===== src/rtl/avalon_slave_rsa_regs.sv =====
// avalon_slave_rsa_regs
// Avalon-MM register slave that fronts an RSA core. It provides CTRL, STATUS
// and LEN registers, a 64-byte operand buffer that the core reads, and a
// 64-byte result buffer that the core writes.
// Only address bits [7:0] are decoded, so the map aliases across the rest of
// the 32-bit address space.
// Optional feature: define RSA_SLV_EXTRA_WAIT_EN to insert a WAIT state. This
// gives 2 wait states (3 cycles per transfer) instead of 1 wait state
// (2 cycles per transfer).
module avalon_slave_rsa_regs (
  input  logic        clk,
  input  logic        reset_n,
  input  logic [31:0] avs_s0_address,
  input  logic        avs_s0_read,
  input  logic        avs_s0_write,
  input  logic [7:0]  avs_s0_writedata,
  output logic [7:0]  avs_s0_readdata,
  output logic        avs_s0_waitrequest,
  output logic        core_start,
  input  logic        core_done,
  input  logic [5:0]  core_op_addr,
  output logic [7:0]  core_op_data,
  input  logic        core_res_we,
  input  logic [5:0]  core_res_addr,
  input  logic [7:0]  core_res_data
);

  typedef enum logic [1:0] {
    ST_IDLE = 2'd0,
    ST_WAIT = 2'd1,
    ST_ACK  = 2'd2
  } bus_state_t;

  localparam logic [7:0] ADDR_CTRL   = 8'h00;
  localparam logic [7:0] ADDR_STATUS = 8'h01;
  localparam logic [7:0] ADDR_LEN    = 8'h02;
  localparam logic [7:0] OP_FIRST    = 8'h10;
  localparam logic [7:0] OP_LAST     = 8'h4F;

  bus_state_t state_r;
  bus_state_t state_next_s;

  logic [7:0] op_mem_r  [0:63];
  logic [7:0] res_mem_r [0:63];
  logic [7:0] len_r;
  logic [7:0] rdata_r;
  logic       busy_r;
  logic       done_r;
  logic       err_r;
  logic       start_r;

  logic [7:0] addr_s;
  logic       req_s;
  logic       rd_only_s;
  logic       in_op_s;
  logic       in_res_s;
  logic [5:0] op_idx_s;
  logic       ack_enter_s;
  logic       wr_commit_s;
  logic       rd_commit_s;
  logic [7:0] rd_mux_s;
  logic       unused_addr_s;

  // Upper address bits alias onto the same 256-byte map.
  assign unused_addr_s = ^avs_s0_address[31:8];

  assign addr_s    = avs_s0_address[7:0];
  assign req_s     = avs_s0_read | avs_s0_write;
  // A read and a write asserted together are treated as a write.
  assign rd_only_s = avs_s0_read & ~avs_s0_write;
  assign in_op_s   = (addr_s >= OP_FIRST) && (addr_s <= OP_LAST);
  assign in_res_s  = (addr_s[7:6] == 2'b10);
  // The 6-bit wrap-around subtraction maps 0x10..0x4F onto 0..63.
  assign op_idx_s  = addr_s[5:0] - 6'h10;

  assign ack_enter_s = (state_next_s == ST_ACK) && (state_r != ST_ACK);
  // Writes and read side effects take place at the edge that ends ACK.
  assign wr_commit_s = (state_r == ST_ACK) && avs_s0_write;
  assign rd_commit_s = (state_r == ST_ACK) && rd_only_s;

  // waitrequest is held high during reset and stays high until ACK.
  assign avs_s0_waitrequest = ~reset_n | (req_s & (state_r != ST_ACK));
  assign avs_s0_readdata    = rdata_r;
  assign core_start         = start_r;
  assign core_op_data       = op_mem_r[core_op_addr];

  // Bus FSM state register.
  always_ff @(posedge clk or negedge reset_n) begin
    if (!reset_n) begin
      state_r <= ST_IDLE;
    end else begin
      state_r <= state_next_s;
    end
  end

  // Bus FSM next-state logic. ACK always returns to IDLE.
  always_comb begin
    state_next_s = state_r;
    case (state_r)
      ST_IDLE: begin
        if (req_s) begin
`ifdef RSA_SLV_EXTRA_WAIT_EN
          state_next_s = ST_WAIT;
`else
          state_next_s = ST_ACK;
`endif
        end else begin
          state_next_s = ST_IDLE;
        end
      end
      ST_WAIT: state_next_s = ST_ACK;
      ST_ACK:  state_next_s = ST_IDLE;
      default: state_next_s = ST_IDLE;
    endcase
  end

  // Read multiplexer. Unmapped and write-only locations return zero.
  always_comb begin
    rd_mux_s = 8'h00;
    if (addr_s == ADDR_STATUS) begin
      rd_mux_s = {5'b00000, err_r, done_r, busy_r};
    end else if (addr_s == ADDR_LEN) begin
      rd_mux_s = len_r;
    end else if (in_op_s) begin
      rd_mux_s = op_mem_r[op_idx_s];
    end else if (in_res_s) begin
      rd_mux_s = res_mem_r[addr_s[5:0]];
    end else begin
      rd_mux_s = 8'h00;
    end
  end

  // Control, status and readdata registers, including the core handshake.
  always_ff @(posedge clk or negedge reset_n) begin
    if (!reset_n) begin
      rdata_r <= 8'h00;
      len_r   <= 8'h00;
      busy_r  <= 1'b0;
      done_r  <= 1'b0;
      err_r   <= 1'b0;
      start_r <= 1'b0;
    end else begin
      start_r <= 1'b0;
      if (ack_enter_s && rd_only_s) begin
        rdata_r <= rd_mux_s;
      end
      if (wr_commit_s) begin
        if ((addr_s == ADDR_CTRL) && avs_s0_writedata[0]) begin
          if (busy_r) begin
            err_r <= 1'b1;
          end else begin
            busy_r  <= 1'b1;
            start_r <= 1'b1;
          end
        end else if (addr_s == ADDR_LEN) begin
          if (busy_r) begin
            err_r <= 1'b1;
          end else begin
            len_r <= avs_s0_writedata;
          end
        end else if (in_op_s && busy_r) begin
          err_r <= 1'b1;
        end
      end
      // A STATUS read clears the sticky flags. The readdata register has
      // already captured the value from before the clear.
      if (rd_commit_s && (addr_s == ADDR_STATUS)) begin
        done_r <= 1'b0;
        err_r  <= 1'b0;
      end
      // core_done overrides a STATUS clear in the same cycle, so the
      // completion is not lost.
      if (core_done && busy_r) begin
        busy_r <= 1'b0;
        done_r <= 1'b1;
      end
    end
  end

  // Operand buffer. Bus writes are accepted only while the core is idle.
  always_ff @(posedge clk) begin
    if (wr_commit_s && in_op_s && !busy_r) begin
      op_mem_r[op_idx_s] <= avs_s0_writedata;
    end
  end

  // Result buffer. Only the core writes it, independent of bus activity.
  always_ff @(posedge clk) begin
    if (core_res_we) begin
      res_mem_r[core_res_addr] <= core_res_data;
    end
  end

endmodule


===== config.mk =====
export PLATFORM = sky130hd
export DESIGN_NAME = avalon_slave_rsa_regs
export DESIGN_NICKNAME = d
export VERILOG_FILES = /design/src/rtl/avalon_slave_rsa_regs.sv
export SDC_FILE = /design/constraint.sdc
export NUM_CORES = 1
export LEC_CHECK = 0
export ABC_AREA = 0
export BUFFER_PORTS_ARGS = -buffer_cell sky130_fd_sc_hd__buf_2
export CORE_MARGIN = 5
export CORE_UTILIZATION = 47
export CTS_CLUSTER_DIAMETER = 40
export DETAILED_ROUTE_END_ITERATION = 12
export HOLD_SLACK_MARGIN = 0.06
export SYNTH_ARGS = -nofsm -noshare
export SYNTH_HDL_FRONTEND = slang
export SYNTH_SLANG_ARGS = --single-unit

===== constraint.sdc =====
create_clock -name clk -period 4.54 [get_ports clk]
set_input_delay 0.908 -clock clk [delete_from_list [all_inputs] [get_ports clk]]
set_output_delay 0.908 -clock clk [all_outputs]
set_load 0.01 [all_outputs]

==> results of run 1 <==
-- per-stage QoR --
| step | hold slack [ns] | power (µW) | cells |
|---|---|---|---|
| final | 0.1740 | 23580 | 4303 |
| after global routing | 0.1947 | 24180 | 4302 |
| after CTS | 0.1432 | 23670 | 4302 |
| after detailed placement | 0.5036 | 12600 | 4044 |
| after global placement | 0.4947 | 12580 | 4044 |
| after floorplan | 0.4753 | 11750 | 2673 |
-- cell families (layout without fill, tap and decap cells) --
family	after synthesis	after routing
compound gates	566	566
mux	410	410
other cells	0	1
flops	1045	1045
simple gates	431	431
buf+inv	216	569
fa+ha+maj	5	5
-- critical path, cell delays in order --
cell	delay, ns
sky130_fd_sc_hd__clkbuf_8	0.20
sky130_fd_sc_hd__buf_12	0.22
sky130_fd_sc_hd__mux4_2	0.53
sky130_fd_sc_hd__mux4_2	0.59
sky130_fd_sc_hd__mux4_2	0.57
sky130_fd_sc_hd__buf_2	0.18
-- sequential cells by signal, summed over array words and instances, names as in the netlist --
register / flops
avs_s0_readdata: 8
busy_r: 1
core_start: 1
done_r: 1
err_r: 1
len_r: 8
op_mem_r: 512
res_mem_r: 512
state_r: 1
-- power groups by stage --
stage               clock (µW)  sequential [µW]  combinational (µW)
floorplan                    0            10900                 867
global placement             0            10900                1680
detailed placement           0            10900                1700
CTS                      11300            10700                1710
global route             11700            10700                1800
finish                   11100            10700                1730
-- worst max path at each step --
| stage | from | endpoint | slack (ns) |
|---|---|---|---|
| floorplan | core_op_addr[1] | core_op_data[1] | 0.75 |
| global placement | core_op_addr[0] | core_op_data[7] | 0.40 |
| detailed placement | core_op_addr[0] | core_op_data[7] | 0.39 |
| CTS | core_op_addr[0] | core_op_data[7] | 0.39 |
| global route | core_op_addr[0] | core_op_data[7] | 0.34 |
| finish | core_op_addr[0] | core_op_data[2] | 0.40 |
-- routing by layer --
| metal | track usage (%) | up-vias |
|---|---|---|
| met2 | 44.76 | 2109 |
| met4 | 11.62 | 6 |
| met5 | 0.2315 | - |
| li1 | - | 11640 |
| met3 | 7.324 | 387 |
| met1 | 39.61 | 15034 |
-- synthesized netlist by cell type (all sizes together), types with 23 or more instances --
cell	instances
o21ai	72
nor2	206
a22oi	52
mux4	219
o221ai	49
a21oi	103
o22ai	45
mux2	111
edfxtp	1024
nand3	25
o211ai	23
mux2i	80
buf	126
clkbuf	79
nand2	111
a221oi	95
-- layout by cell type (no fill, tap or decap), types with 15 or more instances in the layout --
| cell | Yosys | routed |
|---|---|---|
| sky130_fd_sc_hd__a22o_1 | 17 | 17 |
| sky130_fd_sc_hd__inv_6 | 0 | 16 |
| sky130_fd_sc_hd__edfxtp_1 | 1024 | 1024 |
| sky130_fd_sc_hd__buf_4 | 25 | 217 |
| sky130_fd_sc_hd__nand2_1 | 110 | 110 |
| sky130_fd_sc_hd__clkinvlp_4 | 0 | 17 |
| sky130_fd_sc_hd__a22oi_1 | 52 | 52 |
| sky130_fd_sc_hd__clkbuf_1 | 79 | 16 |
| sky130_fd_sc_hd__o211ai_1 | 23 | 23 |
| sky130_fd_sc_hd__o21ai_0 | 70 | 70 |
| sky130_fd_sc_hd__clkbuf_16 | 0 | 148 |
| sky130_fd_sc_hd__o22ai_1 | 45 | 45 |
| sky130_fd_sc_hd__buf_2 | 66 | 53 |
| sky130_fd_sc_hd__nand3_1 | 25 | 25 |
| sky130_fd_sc_hd__nor2_1 | 206 | 203 |
| sky130_fd_sc_hd__mux2_2 | 109 | 109 |
| sky130_fd_sc_hd__a21oi_1 | 103 | 103 |
| sky130_fd_sc_hd__a221oi_1 | 94 | 94 |
| sky130_fd_sc_hd__dfrtp_1 | 21 | 21 |
| sky130_fd_sc_hd__o221ai_1 | 49 | 49 |
| sky130_fd_sc_hd__clkinv_2 | 0 | 16 |
| sky130_fd_sc_hd__buf_12 | 0 | 25 |
| sky130_fd_sc_hd__mux4_2 | 219 | 219 |
| sky130_fd_sc_hd__clkinv_1 | 1 | 15 |
| sky130_fd_sc_hd__mux2i_1 | 80 | 80 |
-- area by class of cell --
| type | instances | area, µm² |
|---|---|---|
| inverters | 11 | 42.54 |
| fillers | 7505 | 43050 |
| clock inverters | 94 | 1008 |
| flip-flops and latches | 1045 | 31280 |
| well taps | 1276 | 1597 |
| multi-input cells | 1412 | 13090 |
| repair buffers | 300 | 2461 |
| clock buffers | 164 | 3764 |
| diodes | 1 | 2.502 |
==> impl_metrics.ini, run 1 <==
[run_status]
outcome = completed

[timing]
fin_ws_ns = 0.3987
unrepaired_setup_endpoints_after_global_routing = no
min_period_ns = 4.141
clock_tree_skew_after_final_layout_ns = 0.03876
clock.fmax_mhz = 241.5
timing.final.crit_share_pct = 91.22
final-max-slew-violation-count = 0
final-hold-violation-count = 0
maxSlewHeadroom_pct = 12.82
fin_setup_tns_ns = 0
tightestPinTransition_ns = 1.308
report.final.setup_viol = 0

[global_route]
pin_count_of_the_biggest_net_entering_global_routing = 78
global_routing_usage_summed_across_all_routing_layers_pct = 28.87
first_pass_grt_wire_length_um = 213000
antenna_violations_before_repair = 6
gr-total-overflow = 0
via_count_of_the_first_global_routing_pass = 28967

[run]
timing.max_cap.violations = 0

[power_and_ir_drop]
power.share.combinational_pct = 7.3
p_per_area_mw_per_mm2 = 442.9
p_leak_uw = 0.01737
switchingPower_uw = 5596
switching_share_pct = 23.74
pwr-share-clk_pct = 47.2
power.share.sequential_pct = 45.4
cell_internal_pwr_uw = 17980
maximum_resistive_drop_on_vdd_uv = 355.8

[floorplanning]
die_area_mm2 = 0.1030
placement_rows = 114
placeableCoreArea_mm2 = 0.09628
dieWidth_um = 321.0
die-height_um = 321.0
design.portCount = 84
floorplan.initialDensity_pct = 47.20

[synthesis]
post_synth_inst_count = 2673
synth_simple_gate_area_share_pct = 4.223
post_synthesis_adder_cell_area_fraction_pct = 0.1377
yosys.area_share.xor_xnor_pct = 0
synth_sequential_area_ratio_pct = 68.82
netlist.top_cell.by_area = sky130_fd_sc_hd__edfxtp_1
synth.distinct_cells = 81
multiplexer_share_of_the_synthesized_area_pct = 15.37
synth.net_count = 2744
largest_family_of_logic_cells_by_synthesized_area = multiplexers
synthesis.area_mm2 = 0.04544
synth-async-reset-ratio_pct = 2.010
synth-compound-area-share_pct = 8.992
yosys_warnings = 0
synthesis.area_per_instance_um2 = 17.00
ys_ff_latch = 1045
ys.flop_type = sky130_fd_sc_hd__edfxtp_1
synth_top_cells_by_area = sky130_fd_sc_hd__edfxtp_1, sky130_fd_sc_hd__mux4_2, sky130_fd_sc_hd__mux2_2
number_of_enable_flip_flop_cells_after_synthesis = 1024
synth_top_area_share_pct = 67.66

[clock_network]
worst_case_clock_buffer_depth = 3
clkSinkCount = 1045
cts_hold_buffers = 0
tritoncts.num_buffers = 142
clk_pin_slew_ns = 0.06
post_cts_resized = 0
cts_tree = built
ctsHtreeMaxLevel = 4
post_cts_buffers = 0
clk_lat_worst_skew_ns = 0.76
clock_tree.root_cell = sky130_fd_sc_hd__clkbuf_16

[route]
drt_pre_antenna_iters = 7
postRouteWirelength_um = 150700
route.met2.wl_um = 69650
remaining_drc_errors = 0
routedLengthMet1_um = 57260
antenna_violating_nets_post_route = 0
detail_route.wl_per_cell_um = 35.02
detail_route.vias_per_cell = 6.780
detail_route.iter0.violations = 4685
num_vias = 29176
top_signal_layer_used = met5
wl_met3_um = 17080

[worst_hold_path]
hold_path_class = in -> async

[place]
gp_congestion = 0.9401
place_area_mm2 = 0.04846
pre_cts_slack_ns = 0.3896
detailed_place_hpwl_um = 96820
numPortBuffers = 59

[cells_and_area]
area.growth.synth_to_final_pct = 17.14
post_route_utilization_pct = 55.29
design.final.nets = 2983
final_area_mm2 = 0.05323
layout-drive-gt1-share_pct = 29.18

[critical_path]
worst-setup-path-type = in -> out
startpoint_type = input pin
worst_r2r_startpoint = res_mem_r[30][0]$_DFFE_PP_
endpoint_kind = primary output
rr_worst_depth = 7
timing.critical_path.fanout_max = 19
regToRegSetupSlack_ns = 1.87
worst_r2r_endpoint = avs_s0_readdata[0]$_DFFE_PN0P_
worst-endpoint-required_ns = 3.63
worst_ep_arrival_time_ns = 3.23
Power figures use the tool's default switching activity.
==> inputs of run 2 (changes only) <==
- CORE_UTILIZATION: 47 -> 40
==> run 2 against run 1 <==
Net effect: worst hold slack improved by 0.037 ns; non-clock buffer count up 4; setup slack worse by 0.11 ns; flip-flop and latch count stayed put; final cell count is 5.3% higher; clock power about the same; core utilization is 7.8 points lower; sequential share of layout area down 0.26 points; total power is 0.16% lower; combinational power about the same; fmax down 2.7%; critical path type unchanged; critical endpoint unchanged; highest routed layer unchanged.
==> impl_metrics.ini, run 2 (synthesis results as in run 1) <==
[global_route]
gr-total-overflow = 0
first_pass_grt_wire_length_um = 216000
global_routing_usage_summed_across_all_routing_layers_pct = 24.75
antenna_violations_before_repair = 6
via_count_of_the_first_global_routing_pass = 29159
pin_count_of_the_biggest_net_entering_global_routing = 66

[place]
detailed_place_hpwl_um = 97930
gp_congestion = 0.9539
numPortBuffers = 59

[critical_path]
cp.buffers_inverters = 3
endpoint_kind = primary output
crit_family = multiplexers
worst-setup-path-type = in -> out
critPathSlowestCell = sky130_fd_sc_hd__mux4_2
timing.critical_path.fanout_max = 33
worst_ep_arrival_time_ns = 3.35
max_stage_delay_ns = 0.62
startpoint_type = input pin
cp_cell_sequence = clkbuf_8 -> buf_12 -> mux4_2 -> mux4_2 -> mux4_2 -> buf_2
crit_top_cell = sky130_fd_sc_hd__mux4_2
worst-endpoint-required_ns = 3.63

[power_and_ir_drop]
switching_share_pct = 23.39
maximum_resistive_drop_on_vdd_uv = 354.0
power.share.combinational_pct = 7.4
pwr-share-clk_pct = 47.0
p_leak_uw = 0.01738
cell_internal_pwr_uw = 18030
switchingPower_uw = 5506
p_per_area_mw_per_mm2 = 440.2
power.share.sequential_pct = 45.5

[clock_network]
ctsHtreeMaxLevel = 4
tritoncts.num_buffers = 139
post_cts_buffers = 0
worst_case_clock_buffer_depth = 3
clk_lat_worst_skew_ns = 0.73
cts_hold_buffers = 0
clkSinkCount = 1045
clock_tree.root_cell = sky130_fd_sc_hd__clkbuf_16
post_cts_resized = 0
clk_pin_slew_ns = 0.05
cts_tree = built

[timing]
report.final.setup_viol = 0
timing.final.crit_share_pct = 93.74
final-hold-violation-count = 0
final-max-slew-violation-count = 0
unrepaired_setup_endpoints_after_global_routing = no
clock_tree_skew_after_final_layout_ns = 0.02804
clock.fmax_mhz = 235.0
fin_setup_tns_ns = 0
min_period_ns = 4.256
timing.hold.ws_ns = 0.2113
tightestPinTransition_ns = 1.301
maxSlewHeadroom_pct = 13.26

[cells_and_area]
layout_common_cells = sky130_fd_sc_hd__edfxtp_1, sky130_fd_sc_hd__buf_4, sky130_fd_sc_hd__mux4_2, sky130_fd_sc_hd__nor2_1, sky130_fd_sc_hd__clkbuf_16
area.growth.synth_to_final_pct = 17.66
top_regs = op_mem_r: 512 flops, res_mem_r: 512 flops
layout-drive-gt1-share_pct = 29.22
num-fill-cells = 9532
mostFrequentLayoutCell = sky130_fd_sc_hd__edfxtp_1
design.final.nets = 2984

[route]
num_vias = 29312
detail_route.wl_per_cell_um = 33.63
postRouteWirelength_um = 152400
drt_pre_antenna_iters = 7
detail_route.vias_per_cell = 6.469
detail_route.iter0.violations = 3906
antenna_violating_nets_post_route = 0
remaining_drc_errors = 0

[floorplanning]
die-height_um = 347.1
design.portCount = 84
dieWidth_um = 347.1
placement_rows = 123
floorplan.initialDensity_pct = 40.34
placeableCoreArea_mm2 = 0.1127
die_area_mm2 = 0.1205

[run]
timing.max_cap.violations = 0

[worst_hold_path]
hold_path_class = in -> async

[run_status]
outcome = completed
-- run 2: per-layer routing --
layer,vias up,GRT usage (%),wire length (µm)
li1,11667,-,-
met1,15109,32.88,57860
met2,2103,37.73,69200
met3,431,6.838,17140
met4,2,12.30,8137
met5,-,0,16
-- run 2: layout make-up --
cell class / instances / area, µm² / share of cell area, %
Sequential cell: 1045 / 31280 / 58.49
Multi-Input combinational cell: 1412 / 13090 / 24.48
Clock buffer: 162 / 3756 / 7.024
Timing Repair Buffer: 304 / 2454 / 4.589
Tap cell: 1500 / 1877 / 3.510
Clock inverter: 91 / 964.7 / 1.804
Inverter: 11 / 42.54 / 0.07956
Antenna cell: 6 / 15.01 / 0.02808
-- run 2: per-stage QoR --
stage | util (%) | power, µW | setup WS, ns | instance area (µm²) | cells
floorplan | - | 11750 | 0.7533 | 45440 | 2673
global placement | 43.26 | 12590 | 0.3086 | 48740 | 4272
detailed placement | 43.26 | 12610 | 0.2943 | 48740 | 4272
CTS | 47.45 | 23600 | 0.2900 | 53460 | 4525
global route | 47.45 | 24140 | 0.2344 | 53460 | 4525
finish | 47.47 | 23540 | 0.2843 | 53470 | 4531
-- run 2: worst paths after layout --
path                                       startpoint                             end  slack (ns)  depth (start not counted)
min in group clk                     core_res_data[6]      res_mem_r[62][6]$_DFFE_PP_        0.39                          1
hold / removal                                reset_n            core_start$_DFF_PN0_        0.21                          1
max in group asynchronous                     reset_n              done_r$_DFFE_PN0P_        3.87                          1
setup reg to reg           res_mem_r[39][5]$_DFFE_PP_  avs_s0_readdata[5]$_DFFE_PN0P_        1.76                          7
hold reg to reg                  len_r[6]$_DFFE_PN0P_            len_r[6]$_DFFE_PN0P_        0.51                          1
setup / recovery                      core_op_addr[0]                 core_op_data[2]        0.28                          6
-- run 2: power groups by stage --
stage	logic, µW	registers (µW)	clock network [µW]
2_1_floorplan	867	10900	0
3_3_place_gp	1680	10900	0
3_5_place_dp	1710	10900	0
4_1_cts	1710	10700	11200
5_1_grt	1810	10700	11600
6_report	1750	10700	11100
-- run 2: worst reg2reg max path, cell delays in order, from the launching register on --
cell                        delay [ns]
sky130_fd_sc_hd__edfxtp_1         0.37
sky130_fd_sc_hd__mux2_2           0.28
sky130_fd_sc_hd__a221oi_2         0.25
sky130_fd_sc_hd__nor2_1           0.07
sky130_fd_sc_hd__a2111oi_0        0.58
sky130_fd_sc_hd__a31oi_1          0.20
sky130_fd_sc_hd__o311ai_1         0.68
sky130_fd_sc_hd__o211ai_1         0.17
